[src/rtl/rst_release_seq.sv]
// rst_release_seq: ordered reset release sequencer.
//
// Holds every downstream stage reset asserted for HOLD_CYC cycles after rst_n
// deasserts (or after a soft reset is accepted). It then releases stage 0,
// and releases each further stage STAGE_DLY cycles after the previous one.
// A soft reset request over a 4-phase req/ack handshake re-asserts all stages
// and replays the sequence.
//
// Ports:
//   clk           clock
//   rst_n         asynchronous active-low reset (synchronized upstream)
//   soft_rst_req  soft-reset request, level, 4-phase
//   soft_rst_ack  soft-reset acknowledge, level, 4-phase
//   stage_rst_n   per-stage active-low reset, bit 0 released first
//   seq_done      high once every stage is released
//   seq_cnt       (RST_RELEASE_SEQ_STATUS_EN only) saturating count of completed sequences
//
// Optional feature macro: RST_RELEASE_SEQ_STATUS_EN adds the seq_cnt status output.

module rst_release_seq #(
  parameter int unsigned NUM_STAGES = 3,
  parameter int unsigned HOLD_CYC   = 4,
  parameter int unsigned STAGE_DLY  = 3
) (
  input  logic                  clk,
  input  logic                  rst_n,
  input  logic                  soft_rst_req,
  output logic                  soft_rst_ack,
  output logic [NUM_STAGES-1:0] stage_rst_n,
  output logic                  seq_done
`ifdef RST_RELEASE_SEQ_STATUS_EN
  ,
  output logic [7:0]            seq_cnt
`endif
);

  localparam int unsigned MaxCyc = (HOLD_CYC > STAGE_DLY) ? HOLD_CYC : STAGE_DLY;
  localparam int unsigned CntW   = (MaxCyc < 1) ? 1 : $clog2(MaxCyc + 1);
  // One extra code so idx can point one past the last stage once DONE.
  localparam int unsigned IdxW   = $clog2(NUM_STAGES + 1);

  localparam logic [CntW-1:0] HoldLast  = CntW'(HOLD_CYC - 1);
  localparam logic [CntW-1:0] StageLast = CntW'(STAGE_DLY - 1);
  localparam logic [IdxW-1:0] LastIdx   = IdxW'(NUM_STAGES - 1);

  if (NUM_STAGES < 1 || NUM_STAGES > 16) begin : g_bad_stages
    $error("rst_release_seq: NUM_STAGES must be within 1..16");
  end
  if (HOLD_CYC == 0) begin : g_bad_hold
    $error("rst_release_seq: HOLD_CYC must be >= 1");
  end
  if (STAGE_DLY == 0) begin : g_bad_dly
    $error("rst_release_seq: STAGE_DLY must be >= 1");
  end

  typedef enum logic [1:0] {
    StHold,
    StRelease,
    StDone
  } state_e;

  state_e          state_q;
  logic [CntW-1:0] cnt_q;
  logic [IdxW-1:0] idx_q;

`ifdef RST_RELEASE_SEQ_STATUS_EN
  logic seq_done_rise;
  assign seq_done_rise = 1'b1;
`endif

  always_ff @(posedge clk or negedge rst_n) begin
    if (!rst_n) begin
      state_q      <= StHold;
      cnt_q        <= '0;
      idx_q        <= '0;
      stage_rst_n  <= '0;
      seq_done     <= 1'b0;
      soft_rst_ack <= 1'b0;
`ifdef RST_RELEASE_SEQ_STATUS_EN
      seq_cnt      <= '0;
`endif
    end else if (soft_rst_req && !soft_rst_ack) begin
      // Accept: restart from HOLD regardless of the current state.
      state_q      <= StHold;
      cnt_q        <= '0;
      idx_q        <= '0;
      stage_rst_n  <= '0;
      seq_done     <= 1'b0;
      soft_rst_ack <= 1'b1;
    end else begin
      // Ack follows req low; the release sequence never waits for it.
      if (!soft_rst_req) begin
        soft_rst_ack <= 1'b0;
      end
      case (state_q)
        StHold: begin
          if (cnt_q == HoldLast) begin
            stage_rst_n[0] <= 1'b1;
            idx_q          <= IdxW'(1);
            cnt_q          <= '0;
            if (NUM_STAGES == 1) begin
              state_q  <= StDone;
              seq_done <= 1'b1;
`ifdef RST_RELEASE_SEQ_STATUS_EN
              if (seq_done_rise && seq_cnt != 8'hff) seq_cnt <= seq_cnt + 8'd1;
`endif
            end else begin
              state_q <= StRelease;
            end
          end else begin
            cnt_q <= cnt_q + 1'b1;
          end
        end
        StRelease: begin
          if (cnt_q == StageLast) begin
            for (int unsigned i = 0; i < NUM_STAGES; i++) begin
              if (idx_q == IdxW'(i)) stage_rst_n[i] <= 1'b1;
            end
            cnt_q <= '0;
            idx_q <= idx_q + 1'b1;
            if (idx_q == LastIdx) begin
              state_q  <= StDone;
              seq_done <= 1'b1;
`ifdef RST_RELEASE_SEQ_STATUS_EN
              if (seq_done_rise && seq_cnt != 8'hff) seq_cnt <= seq_cnt + 8'd1;
`endif
            end
          end else begin
            cnt_q <= cnt_q + 1'b1;
          end
        end
        StDone: begin
          // All outputs hold until the next reset or soft reset.
        end
        default: begin
          state_q <= StHold;
          cnt_q   <= '0;
          idx_q   <= '0;
        end
      endcase
    end
  end

endmodule

[config.mk]
export PLATFORM = sky130hd
export DESIGN_NAME = rst_release_seq
export DESIGN_NICKNAME = d
export VERILOG_FILES = /design/src/rtl/rst_release_seq.sv
export SDC_FILE = /design/constraint.sdc
export NUM_CORES = 1
export LEC_CHECK = 0
export ABC_CLOCK_PERIOD_IN_PS = 2140
export BUFFER_PORTS_ARGS = -buffer_cell sky130_fd_sc_hd__buf_2
export CAP_MARGIN = 20
export CORE_ASPECT_RATIO = 1.2
export CORE_MARGIN = 10
export CORE_UTILIZATION = 30
export DETAILED_ROUTE_END_ITERATION = 10
export PLACE_DENSITY = 0.43
export SETUP_SLACK_MARGIN = 0.2
export SLEW_MARGIN = 20
export SYNTH_ARGS = -nofsm -noshare
export SYNTH_HDL_FRONTEND = slang
export SYNTH_SLANG_ARGS = --single-unit
[constraint.sdc]
create_clock -name clk -period 2.14 [get_ports clk]
set_clock_uncertainty 0.15 [all_clocks]
set_input_delay 0.107 -clock clk [delete_from_list [all_inputs] [get_ports clk]]
set_output_delay 0.107 -clock clk [all_outputs]
set_load 0.01 [all_outputs]
==> results of run 1 <==
[Yosys cell counts, drive strengths merged]
master  instances  share of area (%)
o21a            1                1.1
or2b            1                1.1
or3             1               0.96
nand2           1               0.57
and3            1               0.96
nand2b          2                3.1
dfrtp          11                 42
o22ai           1               0.96
buf             3                3.1
a311oi          1                1.3
nor2b           4                3.8
inv             7                4.0
clkbuf          2                1.1
nand3b          1                1.1
nor2            8                4.6
a21oi           4                3.1
and4bb          1                1.9
a221oi          2                3.6
o21ai           3                2.3
a32o            2                3.1
a32oi           2                2.7
ha              7                 13
[cell type report]
type | count | area [sq um]
fill | 228 | 1320
inverter | 7 | 26.3
clock buffer | 4 | 26.3
multi-input combinational | 43 | 325
sequential | 11 | 275
tap | 30 | 37.5
timing repair buffer | 10 | 62.6
[worst max-delay path: stages (launching register included)]
cell	delay (ns)
dfrtp_1	0.41
ha_1	0.23
ha_1	0.27
or3_1	0.37
a221oi_2	0.23
[what timing repair did]
action / 4_1_cts / 5_1_grt
hold buffers: 2 / 0
setup endpoints to repair: 0 / 0
hold endpoints to repair: 12 / 0
[flip-flops by register name, indices dropped and copies added (netlist names)]
register / cells
soft_rst_ack: 1
cnt_q: 3
idx_q: 2
stage_rst_n: 3
state_q: 2
[layer usage]
layer / vias to the layer above / wire, um
met5: - / 0
met4: 0 / 19
met3: 2 / 61
met2: 13 / 698
met1: 257 / 563
li1: 245 / -
[power by group through the flow]
stage | sequential (mW) | combinational, mW | clock [mW]
4_1_cts | 0.321 | 0.301 | 0.147
6_report | 0.321 | 0.294 | 0.138
3_3_place_gp | 0.324 | 0.295 | 0
2_1_floorplan | 0.307 | 0.244 | 0
3_5_place_dp | 0.326 | 0.295 | 0
5_1_grt | 0.331 | 0.341 | 0.159
[cells by family after synthesis]
kind of cell | Yosys count | synth area share, %
adder cells (fa/ha/maj) | 7 | 13.4
buffers and inverters | 12 | 8.22
AO/OA/AOI/OAI | 16 | 18.2
AND/OR/NAND/NOR | 20 | 18.2
flip-flops | 11 | 42.1
[final timing paths]
kind / endpoint / slack [ns] / depth (start not counted)
max in group asynchronous: cnt_q[0]$_DFFE_PN0P_ / 1.54 / 2
min: idx_q[1]$_DFFE_PN0P_ / 0.09 / 2
min in group clk: stage_rst_n[0]$_DFFE_PN0P_ / 0.34 / 1
max reg2reg: cnt_q[2]$_DFFE_PN0P_ / 0.40 / 4
min reg2reg: stage_rst_n[0]$_DFFE_PN0P_ / 0.34 / 1
max: cnt_q[2]$_DFFE_PN0P_ / 0.40 / 4
==> flow_summary.html, run 1 <==
<table>
<tr><th>Metric</th><th>Value</th></tr>
<tr><th colspan="2">Clock network</th></tr>
<tr><td>Worst skew pair latency</td><td>~0.26 ns</td></tr>
<tr><td>Setup repair bufs after CTS</td><td>0</td></tr>
<tr><td>Htree depth</td><td>1</td></tr>
<tr><td>Clock transition at path regs</td><td>around 0.070 ns</td></tr>
<tr><td>Clock Tree Buf Depth</td><td>2</td></tr>
<tr><td>Sink Count</td><td>11</td></tr>
<tr><td>Clock tree from TritonCTS</td><td>built</td></tr>
<tr><td>Number of buffers inserted during clock tree synthesis</td><td>3</td></tr>
<tr><td>Post_cts resized</td><td>0</td></tr>
<tr><td>CTS root buffer</td><td>clkbuf_4</td></tr>
<tr><th colspan="2">STA</th></tr>
<tr><td>Count of endpoints failing hold in the final timing report</td><td>0</td></tr>
<tr><td>RSZ-0062 raised after global routing</td><td>no</td></tr>
<tr><td>Post-route minimum period</td><td>1.74 ns</td></tr>
<tr><td>Total Negative Setup Slacks</td><td>0 ns</td></tr>
<tr><td>Peak Freq</td><td>between 500 and 600 MHz</td></tr>
<tr><td>Setup-failing EPs final</td><td>0</td></tr>
<tr><td>Setup ws final</td><td>a little over 0.4 ns</td></tr>
<tr><td>Final count of pins violating max slew</td><td>0</td></tr>
<tr><td>Slew margin rel.</td><td>roughly three quarters</td></tr>
<tr><td>Pin slew with the least headroom to its limit</td><td>~0.35 ns</td></tr>
<tr><td>Ratio of final minimum period to clock period</td><td>81.1%</td></tr>
<tr><td>Tightest hold margin</td><td>around 0.091 ns</td></tr>
<tr><th colspan="2">Floorplan</th></tr>
<tr><td>Chip Width</td><td>around 63 um</td></tr>
<tr><td>Core Area</td><td>2070 sq um</td></tr>
<tr><td>Ports placed on the boundary</td><td>8</td></tr>
<tr><td>Die ar.</td><td>about 4500 sq um</td></tr>
<tr><td>Count of standard-cell rows</td><td>18</td></tr>
<tr><td>Effective utilization at floorplan</td><td>31.6%</td></tr>
<tr><td>Die boundary height</td><td>71.2 um</td></tr>
<tr><th colspan="2">Global routing</th></tr>
<tr><td>Routing usage on met2</td><td>11.6%</td></tr>
<tr><td>First-pass GRT wire length</td><td>around 2.5 mm</td></tr>
<tr><td>Number of antenna violations at the first check in global routing</td><td>0</td></tr>
<tr><td>Vias in the first global route</td><td>550</td></tr>
<tr><td>Pin count of the biggest net entering global routing</td><td>13</td></tr>
<tr><td>Global routing usage on met3</td><td>2.36%</td></tr>
<tr><td>Grt ovf</td><td>0</td></tr>
<tr><td>Met1 track utilization from global routing</td><td>a little under 7%</td></tr>
<tr><td>Busiest layer in global routing</td><td>met2</td></tr>
<tr><td>All-Layer GR Usage</td><td>~6.8%</td></tr>
<tr><th colspan="2">Detailed routing</th></tr>
<tr><td>Vias</td><td>517</td></tr>
<tr><td>Count of nets left with antenna violations after detail routing</td><td>0</td></tr>
<tr><td>Number of violations reported at the end of detailed-routing iteration 0</td><td>15</td></tr>
<tr><td>Drt first pass iters</td><td>4</td></tr>
<tr><td>Routed wire length</td><td>1.34 mm</td></tr>
<tr><td>Post-DR vias/cell</td><td>slightly below 5</td></tr>
<tr><td>Wire per inst</td><td>~13 um</td></tr>
<tr><td>DRC violation count after routing</td><td>0</td></tr>
<tr><th colspan="2">Worst setup path</th></tr>
<tr><td>Startpoint of the worst setup timing path</td><td>cnt_q[0]$_DFFE_PN0P_</td></tr>
<tr><td>Largest fanout on the critical path</td><td>4</td></tr>
<tr><td>Startpoint types</td><td>flip-flop</td></tr>
<tr><td>Category of the most critical setup path</td><td>flip-flop to flip-flop</td></tr>
<tr><td>Reg2reg start</td><td>cnt_q[0]$_DFFE_PN0P_</td></tr>
<tr><td>Endpoint required time on the critical path</td><td>2.16 ns</td></tr>
<tr><td>Arr. time, crit path</td><td>~1.8 ns</td></tr>
<tr><td>Type of destination of the critical path</td><td>flip-flop</td></tr>
<tr><th colspan="2">Layout</th></tr>
<tr><td>Most frequent cells in the layout</td><td>11 x dfrtp_1, 8 x nor2_1, 7 x ha_1, 7 x buf_2, 6 x inv_1</td></tr>
<tr><td>Post-route cell area</td><td>around 750 sq um</td></tr>
<tr><td>Diode count</td><td>0</td></tr>
<tr><td>Post-Route Utilization</td><td>36.4%</td></tr>
<tr><td>Final Non-Filler Cells</td><td>~110</td></tr>
<tr><td>Final Net Count</td><td>between 80 and 90</td></tr>
<tr><td>Layout cells sized above 1</td><td>roughly 20%</td></tr>
<tr><td>Syn-to-layout area delta</td><td>15.1%</td></tr>
<tr><td>Leading cell type in the layout, fill and taps excluded</td><td>dfrtp_1</td></tr>
<tr><th colspan="2">Place</th></tr>
<tr><td>HPWL after DPL</td><td>1.05 mm</td></tr>
<tr><td>Placed Cells</td><td>99</td></tr>
<tr><td>Number of I/O port buffers</td><td>7</td></tr>
<tr><td>Worst slack after detailed placement</td><td>roughly 0.42 ns</td></tr>
<tr><td>Routability-driven placement congestion ratio</td><td>around 0.75</td></tr>
<tr><td>Placed inst area</td><td>707 sq um</td></tr>
<tr><th colspan="2">Power</th></tr>
<tr><td>Total Power</td><td>about 750 uW</td></tr>
<tr><td>Net Switching</td><td>between 200 and 300 uW</td></tr>
<tr><td>Clock power frac</td><td>18.4%</td></tr>
<tr><td>Combinational power share</td><td>between 30 and 40%</td></tr>
<tr><td>Power Density</td><td>between 900 and 1000 nW/um^2</td></tr>
<tr><td>Register share of total power</td><td>between 40% and 50%</td></tr>
<tr><td>Net switching share of the total power</td><td>a little over a third</td></tr>
<tr><td>Total internal power</td><td>about 480 uW</td></tr>
<tr><td>Maximum VDD drop</td><td>around 0.49 mV</td></tr>
<tr><td>Pleak</td><td>about 0.35 nW</td></tr>
<tr><th colspan="2">Run</th></tr>
<tr><td>Number of max-cap violations</td><td>0</td></tr>
<tr><th colspan="2">Min path</th></tr>
<tr><td>Worst hold-check path type</td><td>input pin to async pin</td></tr>
<tr><th colspan="2">Synth</th></tr>
<tr><td>Mean instance size in the synthesized netlist</td><td>9.91 sq um</td></tr>
<tr><td>Sequential share of the synthesized area</td><td>a little over two fifths</td></tr>
<tr><td>Distinct cell type count of the synthesized netlist</td><td>26</td></tr>
<tr><td>Post-synthesis net count</td><td>76</td></tr>
<tr><td>Post-synthesis sequential element count</td><td>11</td></tr>
<tr><td>Gate count after technology mapping</td><td>66</td></tr>
<tr><td>Synthesized cell area</td><td>between 600 and 700 sq um</td></tr>
<tr><td>Warnings, synthesis</td><td>0</td></tr>
<tr><th colspan="2">Status</th></tr>
<tr><td>Outcome</td><td>completed</td></tr>
</table>
No activity file was read; power rests on OpenSTA's default activity.
==> run 2: changes to the inputs <==
--- a/config.mk
+++ b/config.mk
@@ -5,14 +5,14 @@
 export SDC_FILE = /design/constraint.sdc
 export NUM_CORES = 1
 export LEC_CHECK = 0
-export ABC_CLOCK_PERIOD_IN_PS = 2140
+export ABC_CLOCK_PERIOD_IN_PS = 1500
 export BUFFER_PORTS_ARGS = -buffer_cell sky130_fd_sc_hd__buf_2
 export CAP_MARGIN = 20
 export CORE_ASPECT_RATIO = 1.2
 export CORE_MARGIN = 10
 export CORE_UTILIZATION = 30
 export DETAILED_ROUTE_END_ITERATION = 10
-export PLACE_DENSITY = 0.43
+export PLACE_DENSITY = 0.44
 export SETUP_SLACK_MARGIN = 0.2
 export SLEW_MARGIN = 20
 export SYNTH_ARGS = -nofsm -noshare
==> constraint.sdc (replaced) <==
create_clock -name clk -period 1.5 [get_ports clk]
set_clock_uncertainty 0.15 [all_clocks]
set_input_delay 0.075 -clock clk [delete_from_list [all_inputs] [get_ports clk]]
set_output_delay 0.075 -clock clk [all_outputs]
set_load 0.01 [all_outputs]
==> flow_summary.html, run 2 (synthesis results as in run 1) <==
<table>
<tr><th>Metric</th><th>Value</th></tr>
<tr><th colspan="2">Worst setup path</th></tr>
<tr><td>Worst R2R Setup Slack</td><td>-0.11 ns</td></tr>
<tr><td>Depth of the most critical reg-to-reg path</td><td>4</td></tr>
<tr><td>Reg2reg start</td><td>cnt_q[1]$_DFFE_PN0P_</td></tr>
<tr><td>Type of destination of the critical path</td><td>flip-flop</td></tr>
<tr><td>Arr. time, crit path</td><td>1.64 ns</td></tr>
<tr><td>Startpoint types</td><td>flip-flop</td></tr>
<tr><td>Category of the most critical setup path</td><td>flip-flop to flip-flop</td></tr>
<tr><td>Largest fanout on the critical path</td><td>3</td></tr>
<tr><td>Endpoint required time on the critical path</td><td>approximately 1.5 ns</td></tr>
<tr><td>Terminus of the critical flop-to-flop path</td><td>cnt_q[2]$_DFFE_PN0P_</td></tr>
<tr><th colspan="2">STA</th></tr>
<tr><td>Peak Freq</td><td>about 620 MHz</td></tr>
<tr><td>Final count of pins violating max slew</td><td>0</td></tr>
<tr><td>Count of endpoints failing hold in the final timing report</td><td>0</td></tr>
<tr><td>Post-route minimum period</td><td>1.61 ns</td></tr>
<tr><td>Setup ws final</td><td>-0.111 ns</td></tr>
<tr><td>Ratio of final minimum period to clock period</td><td>107%</td></tr>
<tr><td>Setup-failing EPs final</td><td>3</td></tr>
<tr><td>Pin slew with the least headroom to its limit</td><td>around 0.32 ns</td></tr>
<tr><td>Slew margin rel.</td><td>between 70 and 80%</td></tr>
<tr><td>RSZ-0062 raised after global routing</td><td>yes</td></tr>
<tr><th colspan="2">Clock network</th></tr>
<tr><td>Clock transition at path regs</td><td>approximately 0.070 ns</td></tr>
<tr><td>CTS root buffer</td><td>clkbuf_4</td></tr>
<tr><td>Clock Tree Buf Depth</td><td>2</td></tr>
<tr><td>Number of buffers inserted during clock tree synthesis</td><td>3</td></tr>
<tr><td>Htree depth</td><td>1</td></tr>
<tr><td>Sink Count</td><td>11</td></tr>
<tr><td>Clock tree from TritonCTS</td><td>built</td></tr>
<tr><td>Worst skew pair latency</td><td>0.27 ns</td></tr>
<tr><th colspan="2">Layout</th></tr>
<tr><td>Final-layout fill cell count</td><td>about 220</td></tr>
<tr><td>Syn-to-layout area delta</td><td>34.4%</td></tr>
<tr><td>Diode count</td><td>0</td></tr>
<tr><td>Layout cells sized above 1</td><td>40.7%</td></tr>
<tr><td>Registers with the highest flip-flop counts</td><td>cnt_q x3, stage_rst_n x3</td></tr>
<tr><td>Final Non-Filler Cells</td><td>approximately 110</td></tr>
<tr><td>Leading cell type in the layout, fill and taps excluded</td><td>dfrtp_1</td></tr>
<tr><td>Post-Route Utilization</td><td>42.5%</td></tr>
<tr><td>Final Net Count</td><td>92</td></tr>
<tr><td>Most frequent cells in the layout</td><td>11 x dfrtp_1, 8 x nor2_1, 7 x buf_2</td></tr>
<tr><th colspan="2">Global routing</th></tr>
<tr><td>First-pass GRT wire length</td><td>2.48 mm</td></tr>
<tr><td>Vias in the first global route</td><td>between 500 and 600</td></tr>
<tr><td>Number of antenna violations at the first check in global routing</td><td>0</td></tr>
<tr><td>All-Layer GR Usage</td><td>under 10%</td></tr>
<tr><td>Grt ovf</td><td>0</td></tr>
<tr><td>Pin count of the biggest net entering global routing</td><td>12</td></tr>
<tr><th colspan="2">Floorplan</th></tr>
<tr><td>Chip Width</td><td>62.6 um</td></tr>
<tr><td>Die ar.</td><td>around 4500 sq um</td></tr>
<tr><td>Count of standard-cell rows</td><td>18</td></tr>
<tr><td>Effective utilization at floorplan</td><td>a little under a third</td></tr>
<tr><td>Ports placed on the boundary</td><td>8</td></tr>
<tr><td>Die boundary height</td><td>about 71 um</td></tr>
<tr><td>Core Area</td><td>~2100 sq um</td></tr>
<tr><th colspan="2">Detailed routing</th></tr>
<tr><td>Post-DR vias/cell</td><td>about 4.8</td></tr>
<tr><td>Routed wire length</td><td>1.42 mm</td></tr>
<tr><td>Number of violations reported at the end of detailed-routing iteration 0</td><td>16</td></tr>
<tr><td>DRC violation count after routing</td><td>0</td></tr>
<tr><td>Drt first pass iters</td><td>4</td></tr>
<tr><td>Count of nets left with antenna violations after detail routing</td><td>0</td></tr>
<tr><td>Wire per inst</td><td>12.8 um</td></tr>
<tr><td>Vias</td><td>530</td></tr>
<tr><th colspan="2">Min path</th></tr>
<tr><td>Worst hold-check path type</td><td>input pin to async pin</td></tr>
<tr><th colspan="2">Power</th></tr>
<tr><td>Maximum VDD drop</td><td>slightly above 0.7 mV</td></tr>
<tr><td>Power Density</td><td>1500 nW/um^2</td></tr>
<tr><td>Pleak</td><td>about 0.40 nW</td></tr>
<tr><th colspan="2">Place</th></tr>
<tr><td>HPWL after DPL</td><td>around 1.1 mm</td></tr>
<tr><td>Routability-driven placement congestion ratio</td><td>0.742</td></tr>
<tr><td>Placed Cells</td><td>~100</td></tr>
<tr><td>Number of I/O port buffers</td><td>7</td></tr>
<tr><th colspan="2">Status</th></tr>
<tr><td>Failing checks</td><td>negative setup slack</td></tr>
<tr><td>Outcome</td><td>finished with violations</td></tr>
<tr><th colspan="2">Run</th></tr>
<tr><td>Number of max-cap violations</td><td>0</td></tr>
</table>
## run 2: metal layers
layer,global-route usage (%),up-vias,part of all wire [%]
met5,0,-,0
met4,3.73,0,1.6
met3,1.26,4,2.7
met2,11.3,9,49
met1,7.46,261,47
li1,-,256,-
## run 2: area by class of cell
cell class,instances,area (sq um),area share (%)
well taps,30,37.5,4.27
clock buffers,4,26.3,2.99
multi-input cells,43,403,45.8
inverters,7,26.3,2.99
repair buffers,16,111,12.7
flip-flops and latches,11,275,31.3
## run 2: worst max path at each step
stage | start | endpoint | slack [ns]
2_1_floorplan | cnt_q[1]$_DFFE_PN0P_ | cnt_q[2]$_DFFE_PN0P_ | -0.08
3_3_place_gp | cnt_q[1]$_DFFE_PN0P_ | cnt_q[2]$_DFFE_PN0P_ | -0.11
3_5_place_dp | cnt_q[1]$_DFFE_PN0P_ | cnt_q[2]$_DFFE_PN0P_ | -0.15
4_1_cts | cnt_q[1]$_DFFE_PN0P_ | cnt_q[2]$_DFFE_PN0P_ | -0.15
5_1_grt | cnt_q[0]$_DFFE_PN0P_ | cnt_q[2]$_DFFE_PN0P_ | -0.17
6_report | cnt_q[1]$_DFFE_PN0P_ | cnt_q[2]$_DFFE_PN0P_ | -0.11
## run 2: through the flow
stage	hold WS, ns	total power, mW	TNS [ns]	setup slack [ns]	instance area (sq um)
floorplan	-0.371	0.820	-0.0837	-0.0837	676
global placement	-0.183	0.974	-0.317	-0.113	758
detailed placement	-0.187	0.986	-0.391	-0.153	758
CTS	0.0492	1.27	-0.192	-0.151	848
global route	0.0739	1.43	-0.576	-0.169	880
finish	0.0468	1.32	-0.139	-0.111	880
## run 2: report_power, final
part | internal [mW] | switching [mW] | total [mW]
logic | 0.359 | 0.301 | 0.661
clock network | 0.103 | 0.0991 | 0.202
registers | 0.371 | 0.0861 | 0.457
## run 2: critical path, cell delays in order (launching register included)
cell,delay [ns]
dfrtp_1,0.43
ha_4,0.19
ha_4,0.20
or3_4,0.36
a221oi_2,0.21
## run 2: repair_timing
item,in CTS,in global routing
pin swaps,10,2
setup endpoints to repair,10,10
gates resized for setup,11,5
hold endpoints to repair,12,0
buffers inserted,0,2
hold buffers,2,0
==> run 3: changes to the inputs <==
--- a/config.mk
+++ b/config.mk
@@ -12,7 +12,6 @@
 export CORE_MARGIN = 10
 export CORE_UTILIZATION = 30
 export DETAILED_ROUTE_END_ITERATION = 10
-export PLACE_DENSITY = 0.44
 export SETUP_SLACK_MARGIN = 0.2
 export SLEW_MARGIN = 20
 export SYNTH_ARGS = -nofsm -noshare
==> constraint.sdc (replaced) <==
create_clock -name clk -period 1.5 [get_ports clk]
set_clock_uncertainty 0.15 [all_clocks]
set_input_delay 0.075 -clock clk [delete_from_list [all_inputs] [get_ports clk]]
set_output_delay 0.075 -clock clk [all_outputs]
set_load 0.02 [all_outputs]
==> flow_summary.html, run 3 (synthesis results as in run 1) <==
<table>
<tr><th>Metric</th><th>Value</th></tr>
<tr><th colspan="2">Global routing</th></tr>
<tr><td>Vias in the first global route</td><td>just under 600</td></tr>
<tr><td>Number of antenna violations at the first check in global routing</td><td>0</td></tr>
<tr><td>Pin count of the biggest net entering global routing</td><td>12</td></tr>
<tr><td>All-Layer GR Usage</td><td>under 10%</td></tr>
<tr><td>First-pass GRT wire length</td><td>between 2 and 2.5 mm</td></tr>
<tr><td>Grt ovf</td><td>0</td></tr>
<tr><th colspan="2">Detailed routing</th></tr>
<tr><td>Number of violations reported at the end of detailed-routing iteration 0</td><td>10</td></tr>
<tr><td>DRC violation count after routing</td><td>0</td></tr>
<tr><td>Count of nets left with antenna violations after detail routing</td><td>0</td></tr>
<tr><td>Topmost layer with routed signal wires</td><td>met4</td></tr>
<tr><td>Drt first pass iters</td><td>4</td></tr>
<tr><td>Met2 routed wirelength</td><td>just under 700 um</td></tr>
<tr><td>Post-DR vias/cell</td><td>4.78</td></tr>
<tr><td>Vias</td><td>roughly 530</td></tr>
<tr><td>DR WL met3</td><td>41 um</td></tr>
<tr><td>Post-route met1 wirelength</td><td>about 640 um</td></tr>
<tr><td>Routed wire length</td><td>approximately 1.4 mm</td></tr>
<tr><td>Wire per inst</td><td>12.5 um</td></tr>
<tr><th colspan="2">STA</th></tr>
<tr><td>RSZ-0062 raised after global routing</td><td>yes</td></tr>
<tr><td>Peak Freq</td><td>around 610 MHz</td></tr>
<tr><td>Setup ws final</td><td>-0.145 ns</td></tr>
<tr><td>Slew margin rel.</td><td>80.0%</td></tr>
<tr><td>Pin slew with the least headroom to its limit</td><td>0.300 ns</td></tr>
<tr><td>Count of endpoints failing hold in the final timing report</td><td>0</td></tr>
<tr><td>Ratio of final minimum period to clock period</td><td>110%</td></tr>
<tr><td>Setup-failing EPs final</td><td>1</td></tr>
<tr><td>Final count of pins violating max slew</td><td>0</td></tr>
<tr><td>Post-route minimum period</td><td>between 1.5 and 2 ns</td></tr>
<tr><th colspan="2">Worst setup path</th></tr>
<tr><td>Endpoint required time on the critical path</td><td>about 1.5 ns</td></tr>
<tr><td>Crit-path leading delay family</td><td>flip-flops</td></tr>
<tr><td>Startpoint types</td><td>flip-flop</td></tr>
<tr><td>Cell with the largest stage delay on the worst path</td><td>dfrtp_1</td></tr>
<tr><td>Type of destination of the critical path</td><td>flip-flop</td></tr>
<tr><td>Buffering stage count on the worst path with inverters included</td><td>0</td></tr>
<tr><td>Arr. time, crit path</td><td>between 1.5 and 2 ns</td></tr>
<tr><td>Most prevalent standard cell on the critical path</td><td>ha_4</td></tr>
<tr><td>Delay contributed by the slowest stage of the critical path</td><td>between 0.4 and 0.5 ns</td></tr>
<tr><td>Largest fanout on the critical path</td><td>3</td></tr>
<tr><td>Ordered cell list for the critical path</td><td>ha_4, ha_4, or3_4, a221oi_2</td></tr>
<tr><td>Category of the most critical setup path</td><td>flip-flop to flip-flop</td></tr>
<tr><th colspan="2">Layout</th></tr>
<tr><td>Syn-to-layout area delta</td><td>31.2%</td></tr>
<tr><td>Most frequent cells in the layout</td><td>11 x dfrtp_1, 8 x nor2_1, 7 x buf_2</td></tr>
<tr><td>Final Net Count</td><td>91</td></tr>
<tr><td>Layout cells sized above 1</td><td>between 40% and 50%</td></tr>
<tr><td>Diode count</td><td>0</td></tr>
<tr><td>Leading cell type in the layout, fill and taps excluded</td><td>dfrtp_1</td></tr>
<tr><td>Registers with the highest flip-flop counts</td><td>cnt_q x3, stage_rst_n x3</td></tr>
<tr><td>Final Non-Filler Cells</td><td>between 100 and 150</td></tr>
<tr><td>Final-layout fill cell count</td><td>roughly 220</td></tr>
<tr><th colspan="2">Status</th></tr>
<tr><td>Outcome</td><td>finished with violations</td></tr>
<tr><td>Failing checks</td><td>negative setup slack</td></tr>
<tr><th colspan="2">Place</th></tr>
<tr><td>Routability-driven placement congestion ratio</td><td>roughly 0.77</td></tr>
<tr><td>HPWL after DPL</td><td>between 1 and 1.5 mm</td></tr>
<tr><td>Number of I/O port buffers</td><td>7</td></tr>
<tr><td>Worst slack after detailed placement</td><td>-0.158 ns</td></tr>
<tr><td>Placed Cells</td><td>roughly 100</td></tr>
<tr><th colspan="2">Run</th></tr>
<tr><td>Number of max-cap violations</td><td>0</td></tr>
<tr><th colspan="2">Clock network</th></tr>
<tr><td>Clock Tree Buf Depth</td><td>2</td></tr>
<tr><td>Sink Count</td><td>11</td></tr>
<tr><td>Worst skew pair latency</td><td>between 0.2 and 0.3 ns</td></tr>
<tr><td>Clock tree from TritonCTS</td><td>built</td></tr>
<tr><td>Clock transition at path regs</td><td>~0.070 ns</td></tr>
<tr><td>Number of buffers inserted during clock tree synthesis</td><td>3</td></tr>
<tr><td>CTS root buffer</td><td>clkbuf_4</td></tr>
<tr><td>Htree depth</td><td>1</td></tr>
<tr><th colspan="2">Floorplan</th></tr>
<tr><td>Die ar.</td><td>4460 sq um</td></tr>
<tr><td>Chip Width</td><td>~63 um</td></tr>
<tr><td>Die boundary height</td><td>71.2 um</td></tr>
<tr><td>Core Area</td><td>roughly 2100 sq um</td></tr>
<tr><td>Effective utilization at floorplan</td><td>31.6%</td></tr>
<tr><td>Ports placed on the boundary</td><td>8</td></tr>
<tr><td>Count of standard-cell rows</td><td>18</td></tr>
<tr><th colspan="2">Power</th></tr>
<tr><td>Total Power</td><td>1.29 mW</td></tr>
<tr><td>Pleak</td><td>between 0.3 and 0.4 nW</td></tr>
<tr><td>Power Density</td><td>around 1500 nW/um^2</td></tr>
<tr><td>Maximum VDD drop</td><td>slightly above 0.8 mV</td></tr>
<tr><th colspan="2">Min path</th></tr>
<tr><td>Worst hold-check path type</td><td>input pin to async pin</td></tr>
</table>
run 3: path summary, 6_finish.rpt:
kind / from / to / slack [ns] / depth (start not counted)
worst min register to register: stage_rst_n[0]$_DFFE_PN0P_ / stage_rst_n[0]$_DFFE_PN0P_ / 0.35 / 1
worst max register to register: cnt_q[0]$_DFFE_PN0P_ / cnt_q[2]$_DFFE_PN0P_ / -0.14 / 4
max in group asynchronous: rst_n / cnt_q[2]$_DFFE_PN0P_ / 0.96 / 2
worst min-delay path: rst_n / stage_rst_n[1]$_DFFE_PN0P_ / 0.05 / 2
worst max-delay path: cnt_q[0]$_DFFE_PN0P_ / cnt_q[2]$_DFFE_PN0P_ / -0.14 / 4
min in group clk: soft_rst_req / soft_rst_ack$_DFFE_PN0P_ / 0.32 / 2
run 3: power breakdown:
group	switching (mW)	total (mW)	internal (mW)
combinational	0.295	0.625	0.330
clock	0.102	0.205	0.103
sequential	0.0882	0.459	0.371
total	0.485	1.29	0.804
run 3: layout make-up:
| cell class | instances | area [sq um] | share of cell area [%] |
|---|---|---|---|
| tap | 30 | 37.5 | 4.37 |
| inverter | 7 | 26.3 | 3.06 |
| timing repair buffer | 15 | 100 | 11.7 |
| clock buffer | 4 | 26.3 | 3.06 |
| sequential | 11 | 275 | 32.1 |
| multi-input combinational | 43 | 393 | 45.8 |
run 3: stage by stage:
step	util, %	hold WS, ns	instance area, sq um	TNS (ns)
after floorplan	-	-0.371	676	-0.0837
after global placement	36.6	-0.192	758	-0.201
after detailed placement	36.6	-0.194	758	-0.232
after CTS	39.9	0.0623	827	-0.152
after global routing	41.4	0.0602	858	-0.286
final	41.4	0.0454	858	-0.145
run 3: repair_timing:
action / 4_1_cts / 5_1_grt
buffers inserted: 0 / 1
pin swaps: 5 / 7
hold buffers: 2 / 0
endpoints found under the setup margin: 10 / 10
hold endpoints to repair: 12 / 0
resized for setup: 5 / 10
run 3: per-layer routing:
metal	vias up	track usage, %
met5	-	0
met3	2	2.05
met1	261	7.35
met2	7	10.7
li1	256	-
met4	0	2.99
